`src/rtl/prog_loader_if.sv`:
```
// Byte-stream channel feeding the program loader.
// The source drives valid/data/last; the loader answers with ready.
interface prog_loader_if;
    logic       in_valid;
    logic [7:0] in_data;
    logic       in_last;
    logic       in_ready;

    modport master (
        output in_valid,
        output in_data,
        output in_last,
        input  in_ready
    );

    modport slave (
        input  in_valid,
        input  in_data,
        input  in_last,
        output in_ready
    );
endinterface

```
`src/rtl/prog_loader.sv`:
```
// Program loader: packs a byte stream little-endian into instruction
// words, writes them to instruction RAM and holds the CPU until done.
module prog_loader #(
    parameter int WORD_W = 32,
    parameter int ADDR_W = 10
) (
    input  logic              clk,
    input  logic              rst,
    input  logic              start,
    prog_loader_if.slave      bus,
    output logic              weI,
    output logic [WORD_W-1:0] dinI,
    output logic [ADDR_W-1:0] addrI,
    output logic              cpu_hold,
    output logic              done,
    output logic              err,
    output logic [ADDR_W:0]   word_count
);
    localparam int NB = WORD_W / 8;
    localparam int IW = (NB > 1) ? $clog2(NB) : 1;
    localparam logic [IW-1:0] LAST_IDX = IW'(NB - 1);
    localparam logic [ADDR_W:0] FULL = {1'b1, {ADDR_W{1'b0}}};

    typedef enum logic [2:0] {IDLE, LOAD, WRITE, DONE, ERR} state_t;

    state_t            state;
    logic [IW-1:0]     idx;
    logic [WORD_W-1:0] word;
    logic [WORD_W-1:0] packed_word;
    logic              last_seen;
    logic              accept;
    logic              complete;

    // Word as it looks once the incoming byte lands in its lane.
    always_comb begin
        packed_word = word;
        packed_word[8*int'(idx) +: 8] = bus.in_data;
    end

    assign accept   = (state == LOAD) && bus.in_valid && bus.in_ready;
    assign complete = (idx == LAST_IDX) || bus.in_last;

    always_ff @(posedge clk or negedge rst) begin
        if (!rst) begin
            state        <= IDLE;
            idx          <= '0;
            word         <= '0;
            last_seen    <= 1'b0;
            bus.in_ready <= 1'b0;
            weI          <= 1'b0;
            dinI         <= '0;
            addrI        <= '0;
            cpu_hold     <= 1'b1;
            done         <= 1'b0;
            err          <= 1'b0;
            word_count   <= '0;
        end else begin
            unique case (state)
                IDLE, DONE, ERR: begin
                    if (start) begin
                        state        <= LOAD;
                        idx          <= '0;
                        word         <= '0;
                        word_count   <= '0;
                        bus.in_ready <= 1'b1;
                        cpu_hold     <= 1'b1;
                        done         <= 1'b0;
                        err          <= 1'b0;
                    end
                end
                LOAD: begin
                    if (accept) begin
                        if (!complete) begin
                            idx  <= idx + 1'b1;
                            word <= packed_word;
                        end else if (word_count == FULL) begin
                            // RAM is full: abort without wrapping the address
                            state        <= ERR;
                            bus.in_ready <= 1'b0;
                            err          <= 1'b1;
                        end else begin
                            state        <= WRITE;
                            bus.in_ready <= 1'b0;
                            weI          <= 1'b1;
                            dinI         <= packed_word;
                            addrI        <= word_count[ADDR_W-1:0];
                            last_seen    <= bus.in_last;
                        end
                    end
                end
                WRITE: begin
                    weI        <= 1'b0;
                    word_count <= word_count + 1'b1;
                    idx        <= '0;
                    word       <= '0;
                    if (last_seen) begin
                        state    <= DONE;
                        done     <= 1'b1;
                        cpu_hold <= 1'b0;
                    end else begin
                        state        <= LOAD;
                        bus.in_ready <= 1'b1;
                    end
                end
                default: state <= IDLE;
            endcase
        end
    end
endmodule

```
`src/flat_wrapper.sv`:
```
// flat-port wrapper written by rule: the top's interface ports become plain ports
module prog_loader_flat 
#(
    parameter int WORD_W = 32,
    parameter int ADDR_W = 10
)
  (clk, rst, start, weI, dinI, addrI, cpu_hold, done, err, word_count, bus_in_valid, bus_in_data, bus_in_last, bus_in_ready);
  prog_loader_if bus_i ();
  input  logic clk;
  input  logic rst;
  input  logic start;
  output logic weI;
  output logic [WORD_W-1:0] dinI;
  output logic [ADDR_W-1:0] addrI;
  output logic cpu_hold;
  output logic done;
  output logic err;
  output logic [ADDR_W:0] word_count;
  input wire logic [$bits(bus_i.in_valid)-1:0] bus_in_valid;
  input wire logic [$bits(bus_i.in_data)-1:0] bus_in_data;
  input wire logic [$bits(bus_i.in_last)-1:0] bus_in_last;
  output wire logic [$bits(bus_i.in_ready)-1:0] bus_in_ready;
  assign bus_i.in_valid = bus_in_valid;
  assign bus_i.in_data = bus_in_data;
  assign bus_i.in_last = bus_in_last;
  assign bus_in_ready = bus_i.in_ready;
  prog_loader #(.WORD_W(WORD_W), .ADDR_W(ADDR_W)) u_core (.clk(clk), .rst(rst), .start(start), .bus(bus_i), .weI(weI), .dinI(dinI), .addrI(addrI), .cpu_hold(cpu_hold), .done(done), .err(err), .word_count(word_count));
endmodule
```
`config.mk`:
```
export PLATFORM = sky130hd
export DESIGN_NAME = prog_loader_flat
export DESIGN_NICKNAME = d
export VERILOG_FILES = /design/src/rtl/prog_loader_if.sv /design/src/rtl/prog_loader.sv /design/src/flat_wrapper.sv
export SDC_FILE = /design/constraint.sdc
export NUM_CORES = 1
export LEC_CHECK = 0
export CORE_AREA = 2 2 99 101
export DETAILED_ROUTE_END_ITERATION = 8
export DIE_AREA = 0 0 101 103
export PLACE_DENSITY = 0.74
export SYNTH_ARGS = -nofsm -noshare
export SYNTH_HDL_FRONTEND = slang
export SYNTH_SLANG_ARGS = --single-unit
export TNS_END_PERCENT = 5
```
`constraint.sdc`:
```
create_clock -name clk -period 2.25 [get_ports clk]
set_input_delay 0.45 -clock clk [delete_from_list [all_inputs] [get_ports clk]]
set_output_delay 0.45 -clock clk [all_outputs]
set_load 0.03 [all_outputs]
```
==> impl_metrics.py <==
metrics = {
    "placed_design": {
        "dp_slack_ns": 0.01918,
        "port_buffers": 70,
        "dp_hpwl_um": 7139,
        "gp_congestion": 0.9088,
    },
    "routing": {
        "wl_met3_um": 547,
        "route.detailed.drc": 0,
        "drt-initial-drc-count": 177,
        "ant_nets": 0,
        "num_vias": 3378,
        "viasPerCell": 5.602,
        "drtPass1Iterations": 4,
        "drt-total-wl_um": 10070,
        "top_layer_used": "met4",
        "wl_per_cell_um": 16.70,
        "met1_length_um": 4592,
        "wl_met2_um": 4835,
    },
    "worst_setup_path": {
        "crit_path_end_kind": "flop",
        "r2r-end": "u_core.word[3]$_DFFE_PN0P_",
        "cp-startpoint": "u_core.idx[0]$_DFFE_PN0P_",
        "endpoint": "u_core.word[3]$_DFFE_PN0P_",
        "path_max_fanout": 9,
        "critPathKind": "reg -> reg",
        "start_kind": "flop",
        "r2r_cells": 5,
        "cp.arrival_ns": 2.39,
        "required_ns": 2.56,
        "r2r_start": "u_core.idx[0]$_DFFE_PN0P_",
        "reg2reg_slack_ns": 0.17,
    },
    "power": {
        "power_density_mw_per_mm2": 1142,
        "p_int_mw": 3.862,
        "p_switching_mw": 2.515,
        "seqPwrFrac_pct": 37.1,
        "leakage_nw": 2.564,
        "p_comb_share_pct": 45.3,
        "total_power_mw": 6.378,
        "netSwitchingFraction_pct": 39.44,
        "clockPowerShare_pct": 17.6,
        "vdd_drop_max_mv": 0.3992,
    },
    "floorplanning": {
        "core_mm2": 0.009459,
        "die_h_um": 103,
        "num_rows": 36,
        "ios": 71,
        "dieArea_mm2": 0.01040,
        "chipWidth_um": 101,
        "initial_core_util_pct": 46.27,
    },
    "synth": {
        "async_reset_ff_share_pct": 100.0,
        "synth_edf_count": 0,
        "yosysWarnings": 0,
        "synth-seq-cells": 96,
        "yosysTopAreaCellShare_pct": 54.32,
        "postSynthNetCount": 412,
        "synthTopCellsByArea": "dfrtp_1 (54%), a22o_1 (6.8%), mux2_4 (5.8%), a21oi_1 (4.6%), o21ai_0 (2.5%)",
        "ys_types": 50,
        "synth_area_leader_cell": "dfrtp_1",
        "yosysSeqAreaShare_pct": 54.92,
        "synthFlopType": "dfrtp_1",
        "syn-cell-area_mm2": 0.004377,
        "synthCells": 392,
        "syn_avg_cell_area_um2": 11.17,
    },
    "clock_tree": {
        "htreeDepth": 3,
        "numCtsBuffers": 9,
        "tritoncts": "yes",
        "cts_hold_buf": 0,
        "cts.repair.resized": 0,
        "clock-sinks": 96,
        "clock_latency_ns": 0.37,
        "cts_buffer_depth": 2,
        "cts_setup_buffers": 0,
        "cts_root_buffer": "clkbuf_8",
        "clk_pin_slew_ns": 0.09,
    },
    "sta": {
        "worst_slew_pin_slew_ns": 0.4991,
        "fin_hold_ws_ns": 0.02166,
        "fin_ws_ns": 0.1708,
        "setup_tns_ns": 0,
        "max_freq_mhz": 480.9,
        "min_period_over_period_pct": 92.41,
        "max_slew_margin_pct": 66.50,
        "min_period_ns": 2.079,
        "final_hold_viol_count": 0,
        "slew_violations": 0,
        "rsz0062_at_grt": "no",
        "fin_skew_ns": 0.01267,
        "setup_viol": 0,
    },
    "global_route": {
        "antenna_found_initial": 0,
        "grt_max_degree": 65,
        "first_global_vias": 3288,
        "grt_pass1_wl_um": 16850,
        "grt.total_usage_pct": 20.90,
        "grt_overflow": 0,
    },
    "flow_run": {
        "maxCapViolations": 0,
    },
    "finish": {
        "synthToLayoutAreaGrowth_pct": 27.64,
        "post-route-util_pct": 59.06,
        "drive_above_1_share_pct": 16.97,
        "final_nets": 504,
        "fillers": 807,
        "num_antenna_cells": 0,
    },
    "worst_hold_path": {
        "hp-class": "in -> async",
    },
    "run_status": {
        "outcome": "completed",
    },
}
cell families (layout without fill, tap and decap cells):
| family | count (synthesis) | in the layout | share of synthesized area (%) |
|---|---|---|---|
| simple gates | 95 | 95 | 12.04 |
| xor+xnor | 1 | 1 | 0.2002 |
| fa+ha+maj | 7 | 7 | 2.001 |
| buf+inv | 39 | 136 | 3.831 |
| compound gates | 128 | 128 | 18.90 |
| mux | 26 | 26 | 8.119 |
| flops | 96 | 96 | 54.92 |
metal layers:
layer | track usage [%] | up-vias
met5 | 0 | -
met4 | 6.861 | 0
met3 | 4.271 | 6
met2 | 32.10 | 91
met1 | 29.91 | 1686
li1 | - | 1595
cell usage after synthesis (3+ instances only):
| cell | n |
|---|---|
| dfrtp_1 | 95 |
| a21oi_1 | 40 |
| a22o_1 | 34 |
| nand2_1 | 26 |
| o21ai_0 | 22 |
| nor2_1 | 18 |
| mux2_4 | 17 |
| nor2b_1 | 17 |
| a31oi_1 | 16 |
| clkbuf_1 | 16 |
| inv_1 | 15 |
| mux2_2 | 8 |
| ha_1 | 7 |
| buf_2 | 5 |
| nand3_1 | 5 |
| and2_1 | 3 |
| nand4_1 | 3 |
| o31ai_1 | 3 |
through the flow:
step	instances	cell area (µm²)
floorplan	392	4377
global placement	587	5390
detailed placement	587	5390
CTS	603	5587
global route	603	5587
finish	603	5587
worst min-delay path by stage:
stage / start / to / slack [ns] / cells past startpoint
after floorplan: rst / u_core.addrI[0]$_DFFE_PN0P_ / 0.15 / 0
after global placement: rst / u_core.addrI[4]$_DFFE_PN0P_ / 0.42 / 1
after detailed placement: rst / u_core.addrI[4]$_DFFE_PN0P_ / 0.42 / 1
after CTS: rst / u_core.addrI[4]$_DFFE_PN0P_ / 0.02 / 1
after global routing: rst / u_core.addrI[4]$_DFFE_PN0P_ / 0.03 / 1
final: rst / u_core.addrI[4]$_DFFE_PN0P_ / 0.02 / 1
registers in the layout (all words and copies together) (netlist names), 2 cells and up:
signal,count
u_core.dinI,32
u_core.word,32
u_core.idx,2
u_core.state,3
u_core.word_count,11
u_core.addrI,10
cell type report:
class	count	area, µm²	area share (%)
flip-flops and latches	96	2404	43.02
multi-input cells	257	1805	32.32
well taps	114	142.6	2.553
repair buffers	104	978.4	17.51
clock inverters	7	72.57	1.299
inverters	16	60.06	1.075
clock buffers	9	123.9	2.217
cells in the final DEF, fill, tap and decap left out, types with 3 or more instances in the layout:
cell type        instances
a21oi_1                 40
inv_1                   15
nor2b_1                 17
buf_4                   33
clkdlybuf4s50_1         69
mux2_2                   8
and2_1                   3
a31oi_1                 16
nand3_1                  5
mux2_4                  17
nor2_1                  18
o21ai_0                 22
nand2_1                 26
o31ai_1                  3
ha_1                     7
clkbuf_8                 9
dfrtp_1                 95
nand4_1                  3
a22o_1                  34
power by group through the flow:
stage | clock [mW] | sequential, mW | combinational (mW)
4_1_cts | 1.14 | 2.37 | 2.91
2_1_floorplan | 0 | 2.96 | 1.17
3_3_place_gp | 0 | 2.39 | 2.85
6_report | 1.12 | 2.37 | 2.89
3_5_place_dp | 0 | 2.40 | 2.90
5_1_grt | 1.21 | 2.42 | 3.14
worst max-delay path, cell delays in order (launching register included):
cell      delay, ns
dfrtp_1        0.54
inv_1          0.16
ha_1           0.38
nor4bb_1       0.38
and2_1         0.36
a22o_1         0.20
Power figures use the tool's default switching activity.
